<file path="config.mk">
export PLATFORM = sky130hd
export DESIGN_NAME = uart_tx_fifo_flat
export DESIGN_NICKNAME = d
export VERILOG_FILES = /design/src/rtl/uart_tx_fifo_if.sv /design/src/rtl/uart_tx_fifo.sv /design/src/flat_wrapper.sv
export SDC_FILE = /design/constraint.sdc
export NUM_CORES = 1
export LEC_CHECK = 0
export CORE_ASPECT_RATIO = 1.5
export CORE_UTILIZATION = 65
export CTS_BUF_LIST = sky130_fd_sc_hd__clkbuf_2
export DETAILED_ROUTE_END_ITERATION = 7
export DONT_BUFFER_PORTS = 1
export MAX_ROUTING_LAYER = met4
export PLACE_DENSITY = 0.91
export SLEW_MARGIN = 25
export SYNTH_ARGS = -nofsm -noshare
export SYNTH_HDL_FRONTEND = slang
export SYNTH_SLANG_ARGS = --single-unit
export TNS_END_PERCENT = 30
</file>
<file path="constraint.sdc">
create_clock -name clk -period 3.6 [get_ports clk]
set_input_delay 0.54 -clock clk [delete_from_list [all_inputs] [get_ports clk]]
set_output_delay 0.54 -clock clk [all_outputs]
set_load 0.005 [all_outputs]
</file>
<file path="src/rtl/uart_tx_fifo_if.sv">
// Write-side bus of the console UART transmitter: byte push strobe, sticky
// overflow clear, and the FIFO status returned to the polling writer.
interface uart_tx_fifo_if #(
  parameter int DEPTH = 32
);
  localparam int CW = $clog2(DEPTH) + 1;

  logic          wr_en;
  logic [7:0]    wr_data;
  logic          ovf_clr;
  logic          fifo_full;
  logic          fifo_empty;
  logic [CW-1:0] fifo_count;
  logic          overflow;

  modport master (
    output wr_en, wr_data, ovf_clr,
    input  fifo_full, fifo_empty, fifo_count, overflow
  );

  modport slave (
    input  wr_en, wr_data, ovf_clr,
    output fifo_full, fifo_empty, fifo_count, overflow
  );
endinterface

</file>
<file path="src/rtl/uart_tx_fifo.sv">
// Console UART transmitter: synchronous byte FIFO feeding an 8N1 serializer
// that runs frames back to back while data is buffered.
module uart_tx_fifo #(
  parameter int DEPTH        = 32,
  parameter int CLKS_PER_BIT = 868
) (
  input  logic          clk,
  input  logic          rst,
  uart_tx_fifo_if.slave host,
  output logic          busy,
  output logic          tx
);
  localparam int AW = $clog2(DEPTH);
  localparam int PW = AW + 1;
  localparam int BW = $clog2(CLKS_PER_BIT);
  localparam logic [BW-1:0] BAUD_TC = BW'(CLKS_PER_BIT - 1);

  typedef enum logic [1:0] {IDLE, START, DATA, STOP} state_t;

  state_t        state, state_nxt;
  logic [7:0]    mem [DEPTH];
  logic [PW-1:0] wr_ptr, rd_ptr;
  logic [BW-1:0] baud_cnt, baud_nxt;
  logic [2:0]    bit_idx, bit_nxt;
  logic [7:0]    shift, shift_nxt;
  logic          tx_nxt;
  logic          push, pop, full, empty, baud_tc;
  logic          overflow;

  // Pointers carry one extra wrap bit so full and empty are distinguishable.
  assign full  = (wr_ptr[AW] != rd_ptr[AW]) && (wr_ptr[AW-1:0] == rd_ptr[AW-1:0]);
  assign empty = (wr_ptr == rd_ptr);
  assign push  = host.wr_en && !full;

  assign host.fifo_full  = full;
  assign host.fifo_empty = empty;
  assign host.fifo_count = wr_ptr - rd_ptr;
  assign host.overflow   = overflow;

  assign baud_tc = (baud_cnt == BAUD_TC);
  assign busy    = (state != IDLE);

  always_ff @(posedge clk) begin
    if (push) mem[wr_ptr[AW-1:0]] <= host.wr_data;
  end

  always_ff @(posedge clk or negedge rst) begin
    if (!rst) begin
      wr_ptr   <= '0;
      rd_ptr   <= '0;
      overflow <= 1'b0;
    end else begin
      if (push) wr_ptr <= wr_ptr + 1'b1;
      if (pop)  rd_ptr <= rd_ptr + 1'b1;
      // A dropped write in the same cycle as a clear leaves the flag set.
      if (host.wr_en && full) overflow <= 1'b1;
      else if (host.ovf_clr)  overflow <= 1'b0;
    end
  end

  always_ff @(posedge clk or negedge rst) begin
    if (!rst) begin
      state    <= IDLE;
      baud_cnt <= '0;
      bit_idx  <= '0;
      tx       <= 1'b1;
    end else begin
      state    <= state_nxt;
      baud_cnt <= baud_nxt;
      bit_idx  <= bit_nxt;
      tx       <= tx_nxt;
    end
  end

  always_ff @(posedge clk) begin
    shift <= shift_nxt;
  end

  always_comb begin
    state_nxt = state;
    baud_nxt  = baud_cnt;
    bit_nxt   = bit_idx;
    shift_nxt = shift;
    tx_nxt    = tx;
    pop       = 1'b0;
    unique case (state)
      IDLE: begin
        tx_nxt = 1'b1;
        if (!empty) begin
          pop       = 1'b1;
          shift_nxt = mem[rd_ptr[AW-1:0]];
          tx_nxt    = 1'b0;
          baud_nxt  = '0;
          state_nxt = START;
        end
      end
      START: begin
        if (baud_tc) begin
          baud_nxt  = '0;
          tx_nxt    = shift[0];
          bit_nxt   = '0;
          state_nxt = DATA;
        end else begin
          baud_nxt = baud_cnt + 1'b1;
        end
      end
      DATA: begin
        if (baud_tc) begin
          baud_nxt = '0;
          if (bit_idx == 3'd7) begin
            tx_nxt    = 1'b1;
            state_nxt = STOP;
          end else begin
            shift_nxt = shift >> 1;
            tx_nxt    = shift[1];
            bit_nxt   = bit_idx + 1'b1;
          end
        end else begin
          baud_nxt = baud_cnt + 1'b1;
        end
      end
      STOP: begin
        if (baud_tc) begin
          baud_nxt = '0;
          // Chain straight into the next start bit so frames have no gap.
          if (!empty) begin
            pop       = 1'b1;
            shift_nxt = mem[rd_ptr[AW-1:0]];
            tx_nxt    = 1'b0;
            state_nxt = START;
          end else begin
            state_nxt = IDLE;
          end
        end else begin
          baud_nxt = baud_cnt + 1'b1;
        end
      end
      default: state_nxt = IDLE;
    endcase
  end
endmodule
</file>
<file path="src/flat_wrapper.sv">
// flat-port wrapper written by rule: the top's interface ports become plain ports
module uart_tx_fifo_flat 
#(
  parameter int DEPTH        = 32,
  parameter int CLKS_PER_BIT = 868
)
  (clk, rst, busy, tx, host_wr_en, host_wr_data, host_ovf_clr, host_fifo_full, host_fifo_empty, host_fifo_count, host_overflow);
  uart_tx_fifo_if #(.DEPTH(DEPTH)) host_i ();
  input  logic clk;
  input  logic rst;
  output logic busy;
  output logic tx;
  input wire logic [$bits(host_i.wr_en)-1:0] host_wr_en;
  input wire logic [$bits(host_i.wr_data)-1:0] host_wr_data;
  input wire logic [$bits(host_i.ovf_clr)-1:0] host_ovf_clr;
  output wire logic [$bits(host_i.fifo_full)-1:0] host_fifo_full;
  output wire logic [$bits(host_i.fifo_empty)-1:0] host_fifo_empty;
  output wire logic [$bits(host_i.fifo_count)-1:0] host_fifo_count;
  output wire logic [$bits(host_i.overflow)-1:0] host_overflow;
  assign host_i.wr_en = host_wr_en;
  assign host_i.wr_data = host_wr_data;
  assign host_i.ovf_clr = host_ovf_clr;
  assign host_fifo_full = host_i.fifo_full;
  assign host_fifo_empty = host_i.fifo_empty;
  assign host_fifo_count = host_i.fifo_count;
  assign host_overflow = host_i.overflow;
  uart_tx_fifo #(.DEPTH(DEPTH), .CLKS_PER_BIT(CLKS_PER_BIT)) u_core (.clk(clk), .rst(rst), .host(host_i), .busy(busy), .tx(tx));
endmodule
</file>
==> summary.txt <==
Status
  – Status: finished, violations left
  – Violated checks: design-rule violations

Layout
  – Register area: 8658 um2
  – Area growth syn-to-layout: 9.805%
  – Number of non-filler instances in the completed layout: 1116
  – Fraction of layout instances using a drive strength above 1: 21.78%
  – Count of fill cells added during filler insertion: approximately 1100
  – Number of nets in the final layout: 848
  – Total area of multi-input combinational cells: around 3300 um2

Timing
  – Worst slew slack as a fraction of its limit: roughly 48%
  – Count of endpoints failing hold in the final timing report: 0
  – Pins Over Slew Limit: 0
  – Fmax achieved: 0.2915 GHz
  – Count of final setup violators: 0
  – Final setup skew: 0.08646 ns
  – Minimum clock period after layout: approximately 3.4 ns
  – Transition time at the pin with the least slew margin: 0.7785 ns
  – Setup repair after global routing missed its margin: no
  – Fraction of the cycle the final worst path needs: 95.30%
  – Setup TNS: 0 ns

Logic synthesis
  – Yosys Warn Count: 0
  – Most common cell in the netlist: edfxtp_1
  – Main area contributors after synthesis: edfxtp_1 65%, mux4_2 7.4%, dfrtp_1 5.7%, mux2i_1 3.9%, ha_1 1.9%
  – Sequential share of the synthesized area: between 70% and 80%
  – Share of synthesized registers carrying an async set or reset: 9.898%
  – Synthesized area per cell: 16.49 um2
  – Area of the mapped netlist: 12240 um2
  – Gate Count Post-Synth: about 740
  – Most frequent cells after synthesis: 264 x edfxtp_1, 62 x nor2_1, 49 x nand2_1
  – Number of distinct library cells after synthesis: 59
  – Area fraction of the dominant cell type after synthesis: 64.79%
  – Number of enable flip-flop cells after synthesis: 264
  – Biggest area consumer among synthesized cells: edfxtp_1
  – Total nets after synthesis: slightly below 800
  – Number of flip-flops and latches in the synthesized netlist: 293
  – Most used flip-flop cell after synthesis: edfxtp_1

Floorplanning
  – Site row count: 61
  – Count of boundary I/O pins: 23
  – Core Box Area: around 18000 um2
  – Die Area: a little under 20000 um2
  – Die height: 170.0 um
  – Starting density of the core: 66.25%
  – DIE WIDTH: 114.0 um

Drt
  – Vias/cell: 6.512
  – Routed length per placed instance: 25.58 um
  – Final WL: 28.55 mm
  – Detailed-route via count: 7267
  – Final ANT Viol Nets: 0
  – Pre-Repair DR Iteration Count: 8
  – Number of design-rule violations left by the first detailed-router iteration: 1024
  – Residual DRC count: 1

Setup path
  – Crit start category: register
  – Delay-heaviest family, CP: simple AND/OR/NAND/NOR gates
  – Type of the worst setup path: register to output port
  – Slowest cell on the critical path: or4_1
  – Worst reg2reg path endpoint: u_core.mem[19][3]
  – Cells on worst reg2reg path: 6
  – Category of the worst setup path capture point: output port
  – Worst-path fanout max: 5
  – Critical path arrival: 2.89 ns
  – Worst setup slack for register-to-register paths: approximately 0.22 ns
  – Worst path buffer plus inverter count: 1
  – Critical R2R Launch: u_core.rd_ptr[4]
  – Delay of the slowest critical-path stage: roughly 0.44 ns
  – Crit-path cells: clkinvlp_4 -> ha_1 -> nor2b_1 -> o21ai_0 -> a21boi_0 -> or4_1 -> nand3_1
  – Critical path required time: 3.06 ns

GRT
  – Final global-route overflow total: 0
  – Global routing usage summed across all routing layers: 32.05%
  – Largest net degree at the start of global routing: 93
  – First-pass GRT wire length: 42.95 mm
  – Initial antenna violation count: 1
  – Via count of the first global-routing pass: 7315

CTS
  – Number of clock sinks seen by CTS: 293
  – CTS tree: yes
  – Level count of the clock H-tree: 3
  – Number of buffers added by the clock tree synthesis step: 66
  – Longest Clk Path Bufs: 3
  – Clock insertion delay at the later pin of the skew report: 0.88 ns
  – Clock input transition at the sequential cells of the worst setup and hold paths: 0.12 ns
  – Root Driver: clkbuf_2

Flow run
  – Max Cap Viol: 0

Power and ir drop
  – Static Leak: 4.753 nW
  – Sequential cell fraction of total power: 45.5%
  – Combinational power share: 32.2%
  – VDD IR max: 0.0006247 V
  – Sw Share: roughly a third
  – Relative contribution of the clock network to total power: 22.2%
  – Pwr Density: between 700 and 800 nW/um2
  – Total net switching power: 3.298 mW
  – Internal power summed over all cells: 6.140 mW

Placed design
  – Quantity of I/O buffers inserted on ports: 0
  – DPL Wire Length: roughly 18 mm
  – Weighted congestion at the end of routability-driven global placement: 1.003
  – Placed cells: 976

Hold path
  – Worst min-delay path class: primary input to asynchronous set/reset pin
flip-flops by register name (all words and copies together), names as in the netlist:
signal                flops
u_core.baud_cnt          10
u_core.state              2
u_core.bit_idx            3
u_core.host.overflow      1
u_core.shift              8
u_core.mem              256
u_core.rd_ptr             6
u_core.wr_ptr             6
u_core.tx                 1
timing repair:
action                     4_1_cts  5_1_grt
hold buffers                    21        0
hold endpoints to repair       289        0
buffers inserted                 0        3
setup endpoints to repair        0        1
gates resized for setup          0        1
final cells by class:
type,count,share of cell area (%)
Multi-Input combinational cell,398,24.79
Clock inverter,23,1.117
Antenna cell,1,0.01862
Inverter,18,0.5308
Tap cell,252,2.347
Sequential cell,293,64.44
Timing Repair Buffer,39,3.334
Clock buffer,92,3.427
worst max-delay path by stage:
stage / from / end / slack (ns) / cells past startpoint
final: u_core.rd_ptr[1] / host_fifo_count[5] / 0.17 / 7
after global routing: u_core.rd_ptr[1] / host_fifo_count[5] / 0.07 / 7
after CTS: u_core.rd_ptr[1] / host_fifo_count[5] / 0.02 / 7
after detailed placement: u_core.rd_ptr[4] / u_core.mem[19][4] / 0.32 / 6
after global placement: u_core.rd_ptr[4] / u_core.mem[19][5] / 0.48 / 6
after floorplan: u_core.rd_ptr[2] / u_core.shift[0] / 0.80 / 9
metrics by stage:
step / hold slack [ns] / worst slack (ns) / power, mW / area, um2 / utilization (%)
2_1_floorplan: 0.2444 / 0.7977 / 6.498 / 12240 / -
3_5_place_dp: 0.2451 / 0.3157 / 7.234 / 12500 / 67.66
5_1_grt: 0.07744 / 0.06618 / 9.849 / 13440 / 72.75
6_report: 0.09518 / 0.1692 / 9.438 / 13440 / 72.75
3_3_place_gp: 0.2450 / 0.4807 / 7.097 / 12500 / 67.66
4_1_cts: 0.04195 / 0.02343 / 9.388 / 13410 / 72.59
power groups by stage:
stage | registers, mW | clock network, mW | logic (mW)
global placement | 4.34 | 0 | 2.76
CTS | 4.29 | 2.11 | 2.99
finish | 4.30 | 2.10 | 3.04
floorplan | 4.27 | 0 | 2.23
detailed placement | 4.36 | 0 | 2.87
global route | 4.32 | 2.29 | 3.24
routing by layer:
metal	global-route usage (%)	part of all wire (%)	vias up
met3	6.268	8.5	111
met2	53.33	53	465
li1	-	-	3111
met1	36.96	34	3580
met4	16.66	5.0	0
met5	-	0	-
worst register-to-register path, delay by kind of cell, from the launching register on:
family,cells,cell delay (ns)
AOI/OAI and AO/OA,1,0.46
buffers and inverters,1,0.25
adders and majority gates,1,0.44
DFF,1,0.37
and+or+nand+nor,3,1.46
kinds of logic after synthesis:
group	count (synthesis)	synth area share, %
XOR/XNOR	13	0.9305
AND/OR/NAND/NOR	167	6.728
adder cells (fa/ha/maj)	20	2.106
buffers and inverters	51	2.055
flip-flops	293	70.73
AO/OA/AOI/OAI	106	5.797
multiplexers	92	11.66
placed cells by master (no fill, tap or decap), types with 5 or more instances in the layout:
cell           synthesis  final
o211ai_1               9      9
mux4_2                40     40
clkbuf_2               0     92
a21oi_1               23     23
nand2_1               49     49
a211oi_1               9      9
o22ai_1               14     14
a22oi_1                9      9
clkinv_1               1     13
mux2i_1               48     48
edfxtp_1             264    264
clkinv_2               0      6
o21ai_0               21     21
and4b_1                5      5
inv_1                 17     16
dfrtp_1               28     27
nor4_1                 7      7
nand3_1                9      9
a22o_1                 6      6
xnor2_1               10     10
ha_1                  19     19
nand4_1                7      7
buf_4                  9     17
buf_12                 0     10
nor2_1                62     62
dlygate4sd3_1          0     12
Note: power is estimated with default switching activity, not from simulation.
